$ cat src/rtl/cp0_pkg.sv
// Shared definitions for the CP0 interrupt controller: register numbers,
// exception codes, Status/Cause bit positions and the request FSM states.
package cp0_pkg;

  localparam logic [4:0] REG_COUNT   = 5'd9;
  localparam logic [4:0] REG_COMPARE = 5'd11;
  localparam logic [4:0] REG_STATUS  = 5'd12;
  localparam logic [4:0] REG_CAUSE   = 5'd13;
  localparam logic [4:0] REG_EPC     = 5'd14;

  localparam logic [4:0] EXC_INT = 5'd0;

  localparam int ST_IE    = 0;
  localparam int ST_EXL   = 1;
  localparam int ST_IM_LO = 8;
  localparam int ST_BEV   = 22;

  localparam int CA_EXC_LO = 2;
  localparam int CA_IP_LO  = 8;
  localparam int CA_TI     = 30;
  localparam int CA_BD     = 31;

  typedef enum logic {
    S_IDLE = 1'b0,
    S_REQ  = 1'b1
  } irq_state_e;

endpackage

$ cat src/rtl/cp0_sync_bit.sv
// Multi-flop synchroniser for one asynchronous level interrupt line.
module cp0_sync_bit #(
  parameter int STAGES = 2
) (
  input  logic clk,
  input  logic reset,
  input  logic d_i,
  output logic q_o
);

  logic [STAGES-1:0] sync_q;

  // Shift the raw level through the chain; the last flop is the clean copy.
  always_ff @(posedge clk or posedge reset) begin
    if (reset) sync_q <= '0;
    else       sync_q <= {sync_q[STAGES-2:0], d_i};
  end

  assign q_o = sync_q[STAGES-1];

endmodule

$ cat src/rtl/cp0_intc.sv
// CP0 interrupt controller: Count/Compare timer, Status, Cause and EPC,
// plus a two-state FSM that raises interrupt requests to the pipeline.
//
// Handshake: irq_req is high while the FSM sits in REQ. The pipeline takes
// the interrupt by asserting irq_ack for one cycle while irq_req is high;
// EPC/Cause/EXL update on that edge and irq_req drops the following cycle.
// irq_ack while irq_req is low has no effect. If the interrupt stops being
// enabled before it is taken, irq_req is withdrawn on the next edge.
module cp0_intc
  import cp0_pkg::*;
#(
  parameter int NUM_HW_INT  = 6,
  parameter int COUNT_DIV   = 2,
  parameter int SYNC_STAGES = 2,
  parameter int TIMER_LINE  = 5
) (
  input  logic                  clk,
  input  logic                  reset,
  input  logic [NUM_HW_INT-1:0] hw_int,
  input  logic                  mtc0_wen,
  input  logic [4:0]            cp0_waddr,
  input  logic [31:0]           cp0_wdata,
  input  logic [4:0]            cp0_raddr,
  output logic [31:0]           cp0_rdata,
  input  logic                  eret,
  input  logic [31:0]           commit_pc,
  input  logic                  commit_bd,
  output logic                  irq_req,
  input  logic                  irq_ack,
  output logic [31:0]           epc_o,
  output logic                  status_exl,
  output logic                  status_bev,
  output irq_state_e            state_o
);

  logic [5:0]  line_sync;
  logic [5:0]  hw_ip;
  logic [7:0]  pending;
  logic        int_en, tick, take;
  logic        wr_count, wr_compare, wr_status, wr_cause, wr_epc;

  logic [31:0] count_q, count_d, compare_q, compare_d, epc_q, epc_d;
  logic [7:0]  presc_q, presc_d, im_q, im_d;
  logic [4:0]  exc_q, exc_d;
  logic [1:0]  sw_ip_q, sw_ip_d;
  logic        ticked_q, ticked_d, ti_q, ti_d;
  logic        exl_q, exl_d, ie_q, ie_d, bd_q, bd_d;
  irq_state_e  state_q, state_d;

  // Unused hardware line slots read as zero.
  for (genvar gi = 0; gi < 6; gi++) begin : g_line
    if (gi < NUM_HW_INT) begin : g_used
      cp0_sync_bit #(.STAGES(SYNC_STAGES)) u_sync (
        .clk   (clk),
        .reset (reset),
        .d_i   (hw_int[gi]),
        .q_o   (line_sync[gi])
      );
    end else begin : g_unused
      assign line_sync[gi] = 1'b0;
    end
  end

  assign hw_ip      = line_sync | ({5'b0, ti_q} << TIMER_LINE);
  assign pending    = {hw_ip, sw_ip_q} & im_q;
  assign int_en     = ie_q & ~exl_q & (|pending);
  assign tick       = (presc_q == 8'(COUNT_DIV - 1));
  assign take       = (state_q == S_REQ) && irq_ack;
  assign wr_count   = mtc0_wen && (cp0_waddr == REG_COUNT);
  assign wr_compare = mtc0_wen && (cp0_waddr == REG_COMPARE);
  assign wr_status  = mtc0_wen && (cp0_waddr == REG_STATUS);
  assign wr_cause   = mtc0_wen && (cp0_waddr == REG_CAUSE);
  assign wr_epc     = mtc0_wen && (cp0_waddr == REG_EPC);

  // Register next-state: later assignments carry priority (ack beats eret
  // and mtc0; Compare write beats a timer match; Count write beats a tick).
  always_comb begin
    presc_d   = tick ? 8'd0 : presc_q + 8'd1;
    count_d   = tick ? count_q + 32'd1 : count_q;
    ticked_d  = tick;
    compare_d = compare_q;
    ti_d      = ti_q;
    im_d      = im_q;
    exl_d     = exl_q;
    ie_d      = ie_q;
    sw_ip_d   = sw_ip_q;
    bd_d      = bd_q;
    exc_d     = exc_q;
    epc_d     = epc_q;
    if (wr_count) begin
      presc_d  = 8'd0;
      count_d  = cp0_wdata;
      ticked_d = 1'b0;
    end
    if (ticked_q && (count_q == compare_q)) ti_d = 1'b1;
    if (wr_compare) begin
      compare_d = cp0_wdata;
      ti_d      = 1'b0;
    end
    if (wr_status) begin
      im_d  = cp0_wdata[ST_IM_LO +: 8];
      exl_d = cp0_wdata[ST_EXL];
      ie_d  = cp0_wdata[ST_IE];
    end
    if (wr_cause) sw_ip_d = cp0_wdata[CA_IP_LO +: 2];
    if (wr_epc)   epc_d   = cp0_wdata;
    if (eret)     exl_d   = 1'b0;
    if (take) begin
      epc_d = commit_bd ? commit_pc - 32'd4 : commit_pc;
      bd_d  = commit_bd;
      exc_d = EXC_INT;
      exl_d = 1'b1;
    end
  end

  // Datapath registers.
  always_ff @(posedge clk or posedge reset) begin
    if (reset) begin
      count_q   <= '0;
      compare_q <= '0;
      presc_q   <= '0;
      ticked_q  <= 1'b0;
      ti_q      <= 1'b0;
      im_q      <= '0;
      exl_q     <= 1'b0;
      ie_q      <= 1'b0;
      sw_ip_q   <= '0;
      bd_q      <= 1'b0;
      exc_q     <= '0;
      epc_q     <= '0;
    end else begin
      count_q   <= count_d;
      compare_q <= compare_d;
      presc_q   <= presc_d;
      ticked_q  <= ticked_d;
      ti_q      <= ti_d;
      im_q      <= im_d;
      exl_q     <= exl_d;
      ie_q      <= ie_d;
      sw_ip_q   <= sw_ip_d;
      bd_q      <= bd_d;
      exc_q     <= exc_d;
      epc_q     <= epc_d;
    end
  end

  // Request FSM next state: raise on enable, drop on ack or withdrawal.
  always_comb begin
    state_d = state_q;
    case (state_q)
      S_IDLE:  if (int_en) state_d = S_REQ;
      S_REQ:   if (take || !int_en) state_d = S_IDLE;
      default: state_d = S_IDLE;
    endcase
  end

  // Request FSM state register.
  always_ff @(posedge clk or posedge reset) begin
    if (reset) state_q <= S_IDLE;
    else       state_q <= state_d;
  end

  // Combinational register read port.
  always_comb begin
    cp0_rdata = '0;
    case (cp0_raddr)
      REG_COUNT:   cp0_rdata = count_q;
      REG_COMPARE: cp0_rdata = compare_q;
      REG_STATUS: begin
        cp0_rdata[ST_BEV]        = 1'b1;
        cp0_rdata[ST_IM_LO +: 8] = im_q;
        cp0_rdata[ST_EXL]        = exl_q;
        cp0_rdata[ST_IE]         = ie_q;
      end
      REG_CAUSE: begin
        cp0_rdata[CA_BD]          = bd_q;
        cp0_rdata[CA_TI]          = ti_q;
        cp0_rdata[CA_IP_LO +: 8]  = {hw_ip, sw_ip_q};
        cp0_rdata[CA_EXC_LO +: 5] = exc_q;
      end
      REG_EPC:     cp0_rdata = epc_q;
      default:     cp0_rdata = '0;
    endcase
  end

  assign irq_req    = (state_q == S_REQ);
  assign epc_o      = epc_q;
  assign status_exl = exl_q;
  assign status_bev = 1'b1;
  assign state_o    = state_q;

endmodule

$ cat config.mk
export PLATFORM = sky130hd
export DESIGN_NAME = cp0_intc
export DESIGN_NICKNAME = d
export VERILOG_FILES = /design/src/rtl/cp0_pkg.sv /design/src/rtl/cp0_sync_bit.sv /design/src/rtl/cp0_intc.sv
export SDC_FILE = /design/constraint.sdc
export NUM_CORES = 1
export LEC_CHECK = 0
export BUFFER_PORTS_ARGS = -buffer_cell sky130_fd_sc_hd__buf_2
export CAP_MARGIN = 15
export CORE_MARGIN = 10
export CORE_UTILIZATION = 40
export CTS_CLUSTER_SIZE = 28
export DETAILED_ROUTE_END_ITERATION = 16
export SLEW_MARGIN = 20
export SYNTH_ARGS = -nofsm -noshare
export SYNTH_HDL_FRONTEND = slang
export SYNTH_SLANG_ARGS = --single-unit
$ cat constraint.sdc
create_clock -name clk -period 8.7 [get_ports clk]
set_input_delay 1.74 -clock clk [delete_from_list [all_inputs] [get_ports clk]]
set_output_delay 1.74 -clock clk [all_outputs]
set_load 0.02 [all_outputs]
After elaboration in Yosys (flattened, before gate mapping)
Index checks and enable logic that the tools add are counted.
- flip-flop bits (word level): 132
- input port bits: 86
- word-level logic and storage cells: 77
- $add $sub $neg: 3
- equality and inequality tests: 12
- multiplexer cells: 24
- bitwise operators: 6
- reductions and logical operators: 14
- operator list (cell ; number):
    2-to-1 mux 32 bit ; 5
    == test 5 x 4 -> 1 bit, second input constant ; 10
    one-hot mux 8 bit (5 select lines) ; 1
    adder 32 x 1 -> 32 bit, second input constant ; 1
    == test 32 bit ; 1
    subtractor 32 x 3 -> 32 bit, second input constant ; 1
    one-hot mux 7 bit (3 select lines) ; 1
    one-hot mux 6 bit (3 select lines) ; 1
    2-to-1 mux 8 bit ; 2
    one-hot mux 2 bit (4 select lines) ; 2
    one-hot mux 5 bit (3 select lines) ; 1
    adder 8 x 1 -> 8 bit, second input constant ; 1
    AND 8 bit ; 1
    == test 8 x 1 -> 1 bit, second input constant ; 1
    2-to-1 mux 1 bit ; 8
    OR reduction 8 bit ; 1
    logical AND 1 bit ; 7
    bitwise OR 6 bit ; 1
    nonzero test 2 bit ; 3
    one-hot mux 1 bit (4 select lines) ; 1
    one-hot mux 1 bit (3 select lines) ; 1
    nonzero test 3 bit ; 1
    AND 1 bit ; 2
    NOT 1 bit ; 2
    other kinds (3) ; 3

Logic depth before layout (Yosys ltp)
- word-level depth: 8
- mapped depth: 8

Cells and area by module
From an unflattened synthesis, not the netlist that was laid out.
- cells, all modules: 792
- area, all modules: 7676.1 um^2
- by module, submodules not included (module ; times used ; cells an instance ; area each (um^2) ; sequential area each (um^2)):
    cp0_intc ; 1 ; 774 ; 7353.3 ; 3002.9
    cp0_sync_bit ; 6 ; 3 ; 53.8 ; 50.0

Least setup slack after synthesis
No wires, ideal clock.
- kind: input-to-output
- start: input cp0_raddr[3]
- end: output cp0_rdata[22]
- arrival time: 3.322 ns
- slack: 3.638 ns
- cell stages on the path: 7
- path through: nor2b_1 > nand2_1 > nor2_1 > clkbuf_1 > clkbuf_1 > a21oi_1 > o21ai_0
- longest elaborated chain between the ends: 2
- elaborated cells between the ends (all ways): 5
- ends and longest elaborated chain (element ; line ; source):
    start, declared ; cp0_intc.sv:23 ; input logic [4:0] cp0_raddr,
    == test 5 x 4 -> 1 bit ; cp0_intc.sv:166 ; case (cp0_raddr)
    one-hot mux 1 bit (4 select lines) * ; cp0_intc.sv:166 ;
    end, declared ; cp0_intc.sv:24 ; output logic [31:0] cp0_rdata,
Mark *: on every way between the ends. The rest lies on a longest branch, timed or not.

Worst setup path after layout
- start: input cp0_raddr[4]
- end: output cp0_rdata[17]
- longest elaborated chain between the ends: 2
- elaborated cells between the ends (all ways): 4
- ends and longest elaborated chain (element ; line):
    == test 5 x 4 -> 1 bit ; cp0_intc.sv:166
    one-hot mux 6 bit (3 select lines) * ; cp0_intc.sv:166
Marks and branches as above.

==> results.cfg <==
[sta]
fin_crit_ns = 5.49
finalSetupTns_ns = 0
fmax_ghz = 0.182
maxSlewViolCount = 0
finalClockSkew_ns = 0.00857
finalHoldViolCount = 0
fin_crit_sh_pct = 63.1
setup_viol = 0
finalHoldWorstSlack_ns = 0.350
rsz0062_at_grt = false
slew_headroom_pct = 47.2
tightestPinTransition_ns = 0.790

[finish]
fillers = 1805
antenna_cells = 0
syn2layout_area_growth_pct = 20.1
fin_nets = 987
drive_gt1_share_pct = 28.5

[critical_path]
cp_max_fo = 11
worstPathArrival_ns = 3.75
crit_path_end_kind = output pin
cpMostUsedCell = buf_2
slowest_stage = nor2_1
cp_top_family = simple AND/OR/NAND/NOR gates
path_class = in -> out
path_buf_inv = 3
critical_path.cell_chain = buf_2 -> nor2b_1 -> nand2_1 -> or2_2 -> nor2_1 -> buf_4 -> a22o_1 -> buf_2
cp.required_ns = 6.96
startpoint_type = input pin
max_stage_delay_ns = 0.54

[grt]
grt_pass1_wl_um = 37500
overflow = 0
grt_max_degree = 78
grt_pass1_vias = 6458
grt_use_total_pct = 19.5
antenna_found_initial = 1

[routing]
vias_per_cell = 5.60
wl_per_cell_um = 21.1
drt_iter0_markers = 480
dr_total_vias = 6404
drc = 0
drt-total-wl_um = 24200
final_antenna_net_count = 0
dr.pass1.iters = 5

[place]
place_congestion = 0.831
dpl.hpwl_um = 17200
portBuffers = 152

[logic_synthesis]
synth_xor_area_share_pct = 10.8
async_flop_share_pct = 100
synth_common_cells = 132 x dfrtp_1, 65 x xnor2_1, 62 x nor2_1, 57 x a21oi_1, 49 x mux2_2
avgSynthCellArea_um2 = 9.98
synthMostInstantiatedCell = dfrtp_1
synth_top_area_share_pct = 43.3
syn-num-nets = 855
synth_adder_area_share_pct = 0.656
yosysTopAreaCell = dfrtp_1
synth.distinct_cells = 55
synth_top_family_by_area = simple AND/OR/NAND/NOR gates
synth-seq-cells = 132
synthTopCellsByArea = dfrtp_1 43%, xnor2_1 7.5%, mux2_2 7.2%, a22o_1 3.8%, a21oi_1 3.7%
synth-compound-area-share_pct = 13.8
synth-main-ff-cell = dfrtp_1
yosysWarnings = 0
synth.area.mux_share_pct = 10.5
ys_seq_area_share_pct = 43.3
yosys.area_share.simple_pct = 17.8
synth_edf_count = 0
netlist_instances = 765
synth_area_um2 = 7630

[clock_network]
htreeDepth = 4
cts.sinks = 132
cts_resized = 0
holdBufCountCts = 0
cts.root.buffer_cell = clkbuf_16
numCtsBuffers = 17
clock_latency_ns = 0.43
cts.clk_slew.worst_paths_ns = 0.06
tritoncts = done
cts_setup_buffers = 0
cts_buffer_depth = 2

[floorplanning]
die_y_um = 158
core_area_um2 = 18800
io_pins = 154
die_width_um = 158
row_count = 50
start_util_pct = 40.7
die-area_um2 = 25000

[job]
maxCapViolCount = 0

[power_and_ir_drop]
power_density_nw_per_um2 = 272
static-leakage-power_nw = 3.93
ir_drop_mv = 0.156

[status]
status = complete, no violations

[min_path]
hold_class = reg -> reg
==> power breakdown <==
part           leakage, nW  total (W)  internal [W]  switching [W]
clock network        0.290   0.000730      0.000407       0.000322
logic                 2.03   0.000763      0.000337       0.000426
registers             1.61   0.000996      0.000790       0.000206
==> final timing paths <==
path	startpoint	end	slack, ns	depth (start not counted)
worst max-delay path	cp0_raddr[4]	cp0_rdata[17]	3.21	8
max in group asynchronous	reset	g_line[5].g_used.u_sync.sync_q[1]	6.04	3
worst min-delay path	g_line[5].g_used.u_sync.sync_q[0]	g_line[5].g_used.u_sync.sync_q[1]	0.35	0
worst max register to register	count_q[1]	count_q[26]	5.81	6
worst min register to register	g_line[5].g_used.u_sync.sync_q[0]	g_line[5].g_used.u_sync.sync_q[1]	0.35	0
min in group asynchronous	reset	compare_q[9]	1.42	2
==> layout by cell type (no fill, tap or decap), types with 3 or more instances in the layout <==
cell / count
nand3_1: 17
buf_4: 8
xor2_1: 29
nand2_1: 40
nor4_1: 15
mux2_2: 49
a221oi_1: 3
dfrtp_1: 132
nor4b_1: 6
nand4_1: 11
mux2i_1: 25
a22o_1: 33
ha_1: 4
and3_1: 9
buf_2: 152
clkbuf_16: 17
xnor2_1: 65
nor3b_1: 4
a21oi_1: 57
or4_1: 4
nor2_1: 60
inv_6: 8
o211ai_1: 3
nor3_1: 18
o21ai_0: 16
clkinv_4: 3
or2_2: 4
a31oi_1: 4
a211oi_1: 24
or3_1: 3
a22oi_1: 11
inv_1: 10
nand3b_1: 3
inv_8: 3
nor2b_1: 26
==> routing by layer <==
metal / track usage [%] / routed length (um) / vias up / part of all wire, %
met1: 27.3 / 11300 / 3152 / 47
met5: 0 / 13 / - / 0.054
met2: 28.8 / 10800 / 195 / 45
met4: 5.47 / 288 / 2 / 1.2
met3: 5.13 / 1710 / 29 / 7.1
li1: - / - / 3026 / -
==> layout make-up <==
| cell class | instances | area, um^2 | area share, % |
|---|---|---|---|
| clock buffer | 17 | 425 | 4.64 |
| inverter | 11 | 43.8 | 0.478 |
| tap | 234 | 293 | 3.20 |
| multi-input combinational | 574 | 4100 | 44.8 |
| clock inverter | 15 | 160 | 1.75 |
| timing repair buffer | 161 | 832 | 9.08 |
| sequential | 132 | 3300 | 36.1 |
==> kinds of logic (layout without fill, tap and decap cells) <==
| family | Yosys count | after routing |
|---|---|---|
| compound gates | 158 | 158 |
| xor+xnor | 94 | 94 |
| fa+ha+maj | 4 | 4 |
| buf+inv | 59 | 204 |
| flops | 132 | 132 |
| mux | 74 | 74 |
| other cells | 1 | 1 |
| simple gates | 243 | 243 |
==> flip-flops by register name, summed over array words and instances, names as in the netlist <==
name / cells
ie_q: 1
irq_req: 1
im_q: 8
status_exl: 1
compare_q: 32
ti_q: 1
presc_q: 8
count_q: 32
epc_o: 32
bd_q: 1
sw_ip_q: 2
g_line.g_used.u_sync.sync_q: 12
ticked_q: 1
==> through the flow <==
stage / instances / util (%) / power [W] / cell area (um^2) / worst slack, ns
3_5_place_dp: 1112 / 45.7 / 0.00177 / 8570 / 3.26
5_1_grt: 1144 / 48.8 / 0.00263 / 9160 / 3.11
4_1_cts: 1144 / 48.8 / 0.00250 / 9160 / 3.25
3_3_place_gp: 1112 / 45.7 / 0.00176 / 8570 / 3.27
6_report: 1144 / 48.8 / 0.00249 / 9160 / 3.21
2_1_floorplan: 765 / - / 0.00148 / 7630 / 3.43
No activity file was read; power rests on OpenSTA's default activity.
